[src/rtl/if_fetch_queue.sv]
// if_fetch_queue: instruction fetch stage with a DEPTH-entry prefetch queue of {pc, instr} pairs.
// Ports: clk, RST (async, active-high), halt, redirect/redirect_pc, imem_addr/imem_rdata (combinational
// instruction memory), out_valid/out_ready/out_pc/out_instr (head entry to decode), queue_count.
// Define IF_STATIC_JUMP_EN to follow J/JAL targets at fetch time instead of fetching pc+4.
module if_fetch_queue #(
  parameter int          ADDR_W   = 10,
  parameter int          DEPTH    = 4,
  parameter logic [31:0] RESET_PC = 32'h0000_0000
) (
  input  logic                           clk,
  input  logic                           RST,
  input  logic                           halt,
  input  logic                           redirect,
  input  logic [31:0]                    redirect_pc,
  output logic [ADDR_W-1:0]              imem_addr,
  input  logic [31:0]                    imem_rdata,
  output logic                           out_valid,
  input  logic                           out_ready,
  output logic [31:0]                    out_pc,
  output logic [31:0]                    out_instr,
  output logic [$clog2(DEPTH+1)-1:0]     queue_count
);
  localparam int PW = $clog2(DEPTH);
  localparam int CW = $clog2(DEPTH+1);
  logic [63:0]   mem_q [DEPTH];
  logic [31:0]   pc_q, pc_d, plus4, next_pc;
  logic [PW-1:0] rd_q, rd_d, wr_q, wr_d;
  logic [CW-1:0] cnt_q, cnt_d;
  logic          pop, push;
  assign out_valid   = cnt_q != '0;
  assign out_pc      = out_valid ? mem_q[rd_q][63:32] : '0;
  assign out_instr   = out_valid ? mem_q[rd_q][31:0] : '0;
  assign queue_count = cnt_q;
  assign imem_addr   = pc_q[ADDR_W+1:2];
  assign pop         = out_valid & out_ready;
  // A full queue can still accept when the head leaves on the same edge.
  assign push        = !redirect && !halt && (cnt_q < CW'(DEPTH) || pop);
  assign plus4       = pc_q + 32'd4;
`ifdef IF_STATIC_JUMP_EN
  // J/JAL targets are known from the word itself, so fetch follows them with no bubble.
  assign next_pc = (imem_rdata[31:26] == 6'b000010 || imem_rdata[31:26] == 6'b000011)
                 ? {plus4[31:28], imem_rdata[25:0], 2'b00} : plus4;
`else
  assign next_pc = plus4;
`endif
  always_comb begin
    pc_d  = redirect ? {redirect_pc[31:2], 2'b00} : push ? next_pc : pc_q;
    rd_d  = redirect ? '0 : pop ? rd_q + PW'(1) : rd_q;
    wr_d  = redirect ? '0 : push ? wr_q + PW'(1) : wr_q;
    cnt_d = redirect ? '0 : (push && !pop) ? cnt_q + CW'(1) : (pop && !push) ? cnt_q - CW'(1) : cnt_q;
  end
  always_ff @(posedge clk or posedge RST) begin
    if (RST) begin
      pc_q  <= RESET_PC;
      rd_q  <= '0;
      wr_q  <= '0;
      cnt_q <= '0;
    end else begin
      pc_q  <= pc_d;
      rd_q  <= rd_d;
      wr_q  <= wr_d;
      cnt_q <= cnt_d;
    end
  end
  // Storage needs no reset: entries are only visible through cnt_q.
  always_ff @(posedge clk) begin
    if (push) mem_q[wr_q] <= {pc_q, imem_rdata};
  end
endmodule

[config.mk]
export PLATFORM = sky130hd
export DESIGN_NAME = if_fetch_queue
export DESIGN_NICKNAME = d
export VERILOG_FILES = /design/src/rtl/if_fetch_queue.sv
export SDC_FILE = /design/constraint.sdc
export NUM_CORES = 1
export LEC_CHECK = 0
export ABC_CLOCK_PERIOD_IN_PS = 3500
export CORE_MARGIN = 4
export CORE_UTILIZATION = 55
export DETAILED_ROUTE_END_ITERATION = 7
export GPL_ROUTABILITY_DRIVEN = 0
export GPL_TIMING_DRIVEN = 0
export PLACE_DENSITY = 0.79
export REMOVE_ABC_BUFFERS = 1
export SKIP_LAST_GASP = 1
export SYNTH_ARGS = -nofsm -noshare
export SYNTH_HDL_FRONTEND = slang
export SYNTH_SLANG_ARGS = --single-unit
[constraint.sdc]
create_clock -name clk -period 3.5 [get_ports clk]
set_input_delay 0.525 -clock clk [delete_from_list [all_inputs] [get_ports clk]]
set_output_delay 0.525 -clock clk [all_outputs]
set_load 0.05 [all_outputs]
==> results.yml <==
logic_synthesis:
  synth_edf_count: 248
  synth_area_sq_um: 11700
  netlist.area_leader.share: 0.638
  synthAdderAreaFrac: 0.00708
  ys_top_cells_by_area: "edfxtp_1 64%, mux4_2 12%, dfrtp_1 7.9%, and2_1 3.7%, xor2_1 1.7%"
  synth_compound_area_frac: 0.0219
  ys_seq_area_frac: 0.718
  synthFlopType: "edfxtp_1"
  syn-instance-count: 658
  avgSynthCellArea_sq_um: 17.7
  synth_xor_area_frac: 0.0218
  synth.distinct_cells: 47
  ys_async_sr_fraction: 0.130
  muxShareOfSynthArea: 0.123
  synth_top_family_by_area: "multiplexers"
  synth_top_area_cell: "edfxtp_1"
  ys_ff_latch: 285
  synth-simple-area-share: 0.0857
  yosys_warnings: 0
timing:
  layout_min_cycle_time_ps: 3390
  max-slew-margin-rel: 0.140
  max_freq_mhz: 295
  report.final.setup_viol: 0
  layout_setup_ws_ps: 106
  worst_pin_slew_ps: 1280
  finalClockSkew_ps: 11.1
  slew_violations: 0
  setup_tns_ps: 0
  hold_ws_ps: 474
  hold_violations: 0
  min_period_over_period: 0.970
  rsz0062_at_grt: "false"
cells_and_area:
  seq_area_sq_um: 8380
  multi_input_area_sq_um: 3050
  diodes: 0
  final_common_cell: "edfxtp_1"
  final-instance-count-excl-fill: 1094
  nFillCells: 1398
  drive_gt1_frac: 0.165
  final_nets: 872
  fin_util: 0.686
  area_growth_syn_to_layout_pct: 23.2
  stdcell_area_sq_um: 14400
  most-common-layout-cells: "248 x edfxtp_1, 139 x clkdlybuf4s50_1, 65 x and2_1"
route:
  routedWlPerCell_microns: 21.7
  wl_met1_microns: 9810
  met3_length_microns: 1610
  topRoutingLayerUsed: "met4"
  drc_errors: 0
  drtIter0Drc: 460
  postRouteAntennaNets: 0
  route.met2.wl_microns: 11900
  dr.pass1.iters: 5
  wl_microns: 23700
  viasPerCell: 5.82
  vias: 6368
worst_setup_path:
  cp_max_fo: 49
  reg2reg_slack_ps: 530
  startpoint_type: "flip-flop"
  required_ps: 2970
  r2r-end: "queue_count[2]"
  r2r-start: "queue_count[1]"
  cp.arrival_ps: 2870
  r2r_cells: 6
  worst_setup_path_end_kind: "output pin"
  criticalPathCategory: "flip-flop to output pin"
clocking:
  cts.reportedPaths.clkPinSlew_ps: 60
  worstSkewPairLatency_ps: 530
  cts.sinks: 285
  cts_tree: "yes"
  hold_buffers: 0
  root_buffer: "clkbuf_16"
  numCtsBuffers: 28
  cts.htree.levels: 1
  clockBufferDepth: 3
hold_path:
  min_path_type: "primary input to async pin"
floorplanning:
  die-area_sq_um: 23600
  row_count: 53
  pin_count: 147
  die-width_microns: 154
  initial_core_util: 0.557
  core-area_sq_um: 21000
  fp.dieH_microns: 154
placed_design:
  placed_cell_area_sq_um: 13400
  portBuffers: 142
  pre_cts_ws_ps: 127
  place_inst: 1038
  post-dp-hpwl_microns: 14400
grt:
  grt_pass1_vias: 6673
  gr-usage-all-layers: 0.201
  grt_pass1_wl_microns: 37600
  grt.overflow.total: 0
  grt_antenna_before_repair: 0
  grt_max_degree: 54
status:
  status: "finished, final reports clean"
job:
  drv_cap: 0
power:
  p_total_mw: 9.45
  powerDensity_nw_per_um2: 658
  ir_drop_v: 0.000361
  leakagePower_nw: 4.76
[layer usage]
| layer | vias up | track usage |
|---|---|---|
| met5 | - | 0 |
| met4 | 0 | 0.0467 |
| met3 | 38 | 0.0338 |
| met2 | 249 | 0.332 |
| met1 | 3258 | 0.288 |
| li1 | 2823 | - |
[synthesized netlist by cell type (2+ instances only)]
master    count
nand2b_1      2
nor3_1        6
nor2_1        8
clkbuf_1     25
nand3_1      12
buf_4        12
a21oi_1       4
nor4_1        3
a22oi_1       3
and2_1       69
ha_1          5
and3_1        4
nand4_1      13
inv_1         7
a31oi_1       2
o21ai_0      25
xnor2_1       7
mux2_2        2
mux4_2       62
nand2_1      42
nor2b_1       4
o21ai_1       2
or4_4         2
and4_1        3
mux2i_1       2
edfxtp_1    248
xor2_1       22
dfrtp_1      37
buf_2         7
[registers in the layout, indices dropped and copies added, names as in the netlist]
signal       count
rd_q             2
pc_q            30
mem_q          248
wr_q             2
queue_count      3
[cell type report]
cell class | count | share of cell area
Sequential cell | 285 | 0.583
Tap cell | 275 | 0.0239
Multi-Input combinational cell | 321 | 0.212
Inverter | 7 | 0.00183
Timing Repair Buffer | 154 | 0.117
Clock buffer | 39 | 0.0559
Clock inverter | 13 | 0.00636
[worst max path at each step]
stage                              start  cells past startpoint  slack, ps      endpoint
after floorplan                  rd_q[0]                      2       -530  out_instr[0]
after global placement          redirect                      3      -2490  mem_q[2][18]
after detailed placement       out_ready                      5        130  mem_q[3][25]
after CTS                 queue_count[1]                      4         60    out_pc[24]
after global routing      queue_count[1]                      4          6     out_pc[8]
final                     queue_count[1]                      4        110    out_pc[22]
[critical path: stages, from the launching register on]
cell             delay, ps
dfrtp_1                450
or3_2                  710
buf_12                 270
and2_1                 180
clkdlybuf4s50_1        720
[cells by family after synthesis]
| group | count (synthesis) |
|---|---|
| buffers and inverters | 53 |
| xor gates and xnor gates | 29 |
| other | 1 |
| AOI/OAI and AO/OA | 43 |
| adders and majority gates | 6 |
| DFF | 285 |
| muxes | 66 |
| and+or+nand+nor | 175 |
[report_power, final]
group | internal [mW] | leakage [nW] | switching [mW]
Combinational | 1.01 | 1.61 | 1.56
Sequential | 3.89 | 2.71 | 0.137
Clock | 1.67 | 0.441 | 1.19
Total | 6.57 | 4.76 | 2.89
[what timing repair did]
item	in CTS	in global routing
gates resized for setup	1	1
endpoints found under the setup margin	37	1
hold endpoints to repair	0	0
buffers inserted	4	0
Note: power is estimated with default switching activity, not from simulation.
==> RTL change 1 (config.mk and constraints unchanged) <==
Add a define of `IF_STATIC_JUMP_EN`.
--- a/src/rtl/if_fetch_queue.sv
+++ b/src/rtl/if_fetch_queue.sv
@@ -2,6 +2,8 @@
 // Ports: clk, RST (async, active-high), halt, redirect/redirect_pc, imem_addr/imem_rdata (combinational
 // instruction memory), out_valid/out_ready/out_pc/out_instr (head entry to decode), queue_count.
 // Define IF_STATIC_JUMP_EN to follow J/JAL targets at fetch time instead of fetching pc+4.
+`define IF_STATIC_JUMP_EN
+
 module if_fetch_queue #(
   parameter int          ADDR_W   = 10,
   parameter int          DEPTH    = 4,
Formal check against the unedited RTL: not equivalent (a bounded check fails within 4 cycles, from zero or initial values and one cycle with RST high).
==> RTL change 1 against the original RTL <==
  * Cell count rose by 6.3%
  * Final area up 2.9%
  * Critical path depth unchanged
  * Via count rose by 13%
  * Area after synthesis is 3.6% higher
  * Clock power grew 5%
  * Worst setup slack worse by 0.0026 ns
  * Fmax about the same
  * Register-to-register slack improved by 0.29 ns
  * Clock skew fell by 0.0011 ns
  * Sequential cell count did not move
  * Sequential power is 2% higher
  * Wire length increased by 17%
  * Power grew 9.2%
  * Largest cell class unchanged
  * Highest routed layer unchanged
==> RTL change 1: results (changes against the original RTL) <==
.. list-table::
   :header-rows: 1

   * - Metric
     - Value
   * - Total wire length after detailed routing
     - 27800 um (+17%)
   * - DP Wirelength
     - 17200 um (+20%)
   * - Vias in the first global route
     - 7646 (+15%)
   * - Status
     - complete, no violations
   * - R2R Path Start
     - pc_q[2]$_DFFE_PP0P_
   * - Number of buffers added by the clock tree synthesis step
     - 27 (-3.6%)
   * - Relative contribution of sequential cells to total power
     - 39.9% (-2.7 points)
   * - Fraction of registers with async set or reset after synthesis
     - 13.0% (unchanged)
   * - Gr usage total
     - 22.9% (+2.8 points)
   * - Post-layout nets
     - 943 (+8.1%)
   * - Portion of the post-synthesis area used by sequential elements
     - 69.3% (-2.5 points)
   * - Clock Skew
     - 0.0100 ns (-0.00113 ns)
   * - Max FO, Critical Path
     - 46 (-6.1%)
   * - Fillcell total
     - 1327 (-5.1%)
   * - Reg2Reg Setup Slack
     - 0.82 ns (+0.29 ns)
   * - Slowest cell on crit path
     - or3_2
   * - Post-Place Worst Slack
     - 0.249 ns (+0.122 ns)
   * - Length in cells of the worst reg-to-reg path
     - 6 (unchanged)
   * - Layout area overhead
     - 22.4%
   * - Leakage power
     - 4.90 nW (+2.8%)
   * - XOR/XNOR Fraction of Synth Area
     - 1.23% (-0.94 points)
   * - Share of final-layout standard cells stronger than drive strength 1
     - 15.8% (-0.72 points)
   * - Post-place instance area
     - 0.0138 mm2 (+3.1%)
   * - Internal power consumption
     - 6.98 mW (+6.3%)
   * - Adder and majority gate portion of the synthesized area
     - 0.683% (-0.024 points)
   * - Max transition margin
     - 25.5% (+11 points)
   * - Critical Path Sink
     - out_pc[11]
   * - Arrival time worst endpoint
     - 2.87 ns (about the same)
   * - Number of library cell types mapped by synthesis
     - 63 (+34%)
   * - Power Dens Cells
     - 698 mW/mm2 (+6.1%)
   * - First-pass GRT wire length
     - 43100 um (+15%)
   * - Fmax
     - 294 MHz (about the same)
   * - Count of buffers inserted at the top-level ports
     - 142 (unchanged)
   * - Compound-gate portion of the synthesized area
     - 4.87% (+2.7 points)
   * - End of the worst register-to-register path
     - pc_q[26]$_DFFE_PP0P_
   * - Multiplexer share of the synthesized area
     - 11.9% (-0.43 points)
   * - Largest net degree at the start of global routing
     - 47 (-13%)
   * - Largest vdd supply drop
     - 0.000538 V (+49%)
   * - Fraction of power consumed by the clock network
     - 29.0% (-1.2 points)
   * - Top cells by area in the synthesized netlist
     - edfxtp_1 (62%), mux4_2 (12%), dfrtp_1 (7.7%)
   * - Top post-synthesis cells by count
     - edfxtp_1 (248), and2_1 (68), mux4_2 (62)
   * - Via total after detailed routing
     - 7172 (+13%)
   * - DRC marker count from the first detailed-route iteration
     - 767 (+67%)
## RTL change 1: per-layer routing
| metal | routed length (um) | GRT usage [%] |
|---|---|---|
| met2 | 14000 | 38.7 |
| met4 | 659 | 6.74 |
| met5 | 0 | 0 |
| met1 | 10700 | 30.8 |
| met3 | 2350 | 4.45 |
## RTL change 1: stage by stage
stage	hold slack (ns)	std cells
2_1_floorplan	0.490	683
3_3_place_gp	0.529	1100
3_5_place_dp	0.555	1110
4_1_cts	0.519	1163
5_1_grt	0.540	1163
6_report	0.505	1163
## RTL change 1: timing repair
| action | in CTS | in global routing |
|---|---|---|
| endpoints found under the hold margin | 0 | 0 |
| resized for setup | 0 | 0 |
| setup endpoints to repair | 34 | 0 |
| setup buffers | 4 | 0 |
## RTL change 1: layout make-up
class / instances / area share, %
clock inverter: 12 / 1.05
multi-input combinational: 387 / 23.3
timing repair buffer: 156 / 11.2
inverter: 11 / 0.279
tap: 275 / 2.33
clock buffer: 37 / 5.16
sequential: 285 / 56.7
==> RTL change 2 (same flow settings) <==
Without the edit above. Register the output `queue_count` once more; this adds one clock of latency there. The other outputs are not delayed to match.
--- a/src/rtl/if_fetch_queue.sv
+++ b/src/rtl/if_fetch_queue.sv
@@ -30,7 +30,9 @@
   assign out_valid   = cnt_q != '0;
   assign out_pc      = out_valid ? mem_q[rd_q][63:32] : '0;
   assign out_instr   = out_valid ? mem_q[rd_q][31:0] : '0;
-  assign queue_count = cnt_q;
+  always_ff @(posedge clk) begin
+    queue_count <= cnt_q;
+  end
   assign imem_addr   = pc_q[ADDR_W+1:2];
   assign pop         = out_valid & out_ready;
   // A full queue can still accept when the head leaves on the same edge.
Check against the original RTL: not equivalent (a bounded check fails within 4 cycles, from zero or initial values and one cycle with RST high).
==> RTL change 2 against the original RTL <==
  * Sequential share of layout area up 0.19 points
  * Sequential cell count rose by 3
  * Power grew 3.6%
  * Area after synthesis is 0.71% higher
  * Final area grew 0.39%
  * Core utilization is 0.052 points higher
  * First-iteration DRC count is 12% lower
  * Worst setup slack improved by 0.11 ns
  * Synthesized cell count is 0.46% higher
  * Wire length is 2.0% lower
  * Largest cell class unchanged
  * Largest power group unchanged
==> RTL change 2: results (changes against the original RTL) <==
.. list-table::
   :header-rows: 1

   * - Metric
     - Value
   * - Portion of the post-synthesis area used by sequential elements
     - 71.8% (about the same)
   * - Max transition margin
     - 44.4% (+30 points)
   * - DRC marker count from the first detailed-route iteration
     - 403 (-12%)
   * - Global-route track usage on met3
     - 2.67% (-0.70 points)
   * - CTS-repair resized insts
     - 0 (-1)
   * - Number of library cell types mapped by synthesis
     - 44 (-6.4%)
   * - Power Dens Cells
     - 679 mW/mm2 (+3.2%)
   * - Beginning of the critical path
     - rd_q[0]$_DFFE_PP0P_
   * - Via density per instance
     - 5.74 (-1.4%)
   * - Internal power consumption
     - 6.71 mW (+2.2%)
   * - R2R Path Start
     - cnt_q[2]$_DFFE_PP0P_
   * - Gr usage total
     - 19.7% (-0.45 points)
   * - Arrival time worst endpoint
     - 2.76 ns (-0.11 ns)
   * - Wire length per cell after detailed routing
     - 21.1 um (-2.5%)
   * - Leakage power
     - 4.79 nW (+0.65%)
   * - Met3 WL post-DR
     - 1570 um (-2.5%)
   * - End of the worst register-to-register path
     - cnt_q[1]$_DFFE_PP0P_
   * - DP Wirelength
     - 14200 um (-0.84%)
   * - Met1 track utilization from global routing
     - 28.2% (-0.57 points)
   * - Final standard cell count with taps included and fillers excluded
     - 1100 (+0.55%)
   * - Top cells by area in the synthesized netlist
     - edfxtp_1 (63%), mux4_2 (12%), dfrtp_1 (7.9%)
   * - Status
     - complete, no violations
   * - Fillcell total
     - 1324 (-5.3%)
   * - Max FO, Critical Path
     - 37 (-24%)
   * - Routed met1 length
     - 9560 um (-2.6%)
   * - Top post-synthesis cells by count
     - edfxtp_1 (248), and2_1 (70), mux4_2 (62)
   * - Clock Skew
     - 0.0111 ns (-0.0000625 ns)
RTL change 2: layout make-up:
class	count	share of cell area [%]
flip-flops and latches	288	58.5
clock inverters	8	0.234
clock buffers	44	5.84
well taps	275	2.38
diodes	1	0.0173
repair buffers	154	11.6
multi-input cells	325	21.3
inverters	5	0.130
RTL change 2: through the flow:
stage / worst slack, ns / TNS [ns] / hold WS, ns
3_5_place_dp: 0.181 / 0 / 0.453
2_1_floorplan: -0.527 / -32.69 / 0.402
4_1_cts: 0.00784 / 0 / 0.344
6_report: 0.217 / 0 / 0.366
3_3_place_gp: -2.26 / -695.55 / 0.440
5_1_grt: 0.126 / 0 / 0.368
RTL change 2: logic make-up after synthesis:
kind of cell	after synthesis	synth area share [%]
buffers and inverters	49	2.18
AO/OA/AOI/OAI	41	1.92
adder cells (fa/ha/maj)	6	0.703
AND/OR/NAND/NOR	180	8.94
XOR/XNOR	32	2.39
multiplexers	64	12.1
flip-flops	288	71.8
other	1	0.0319
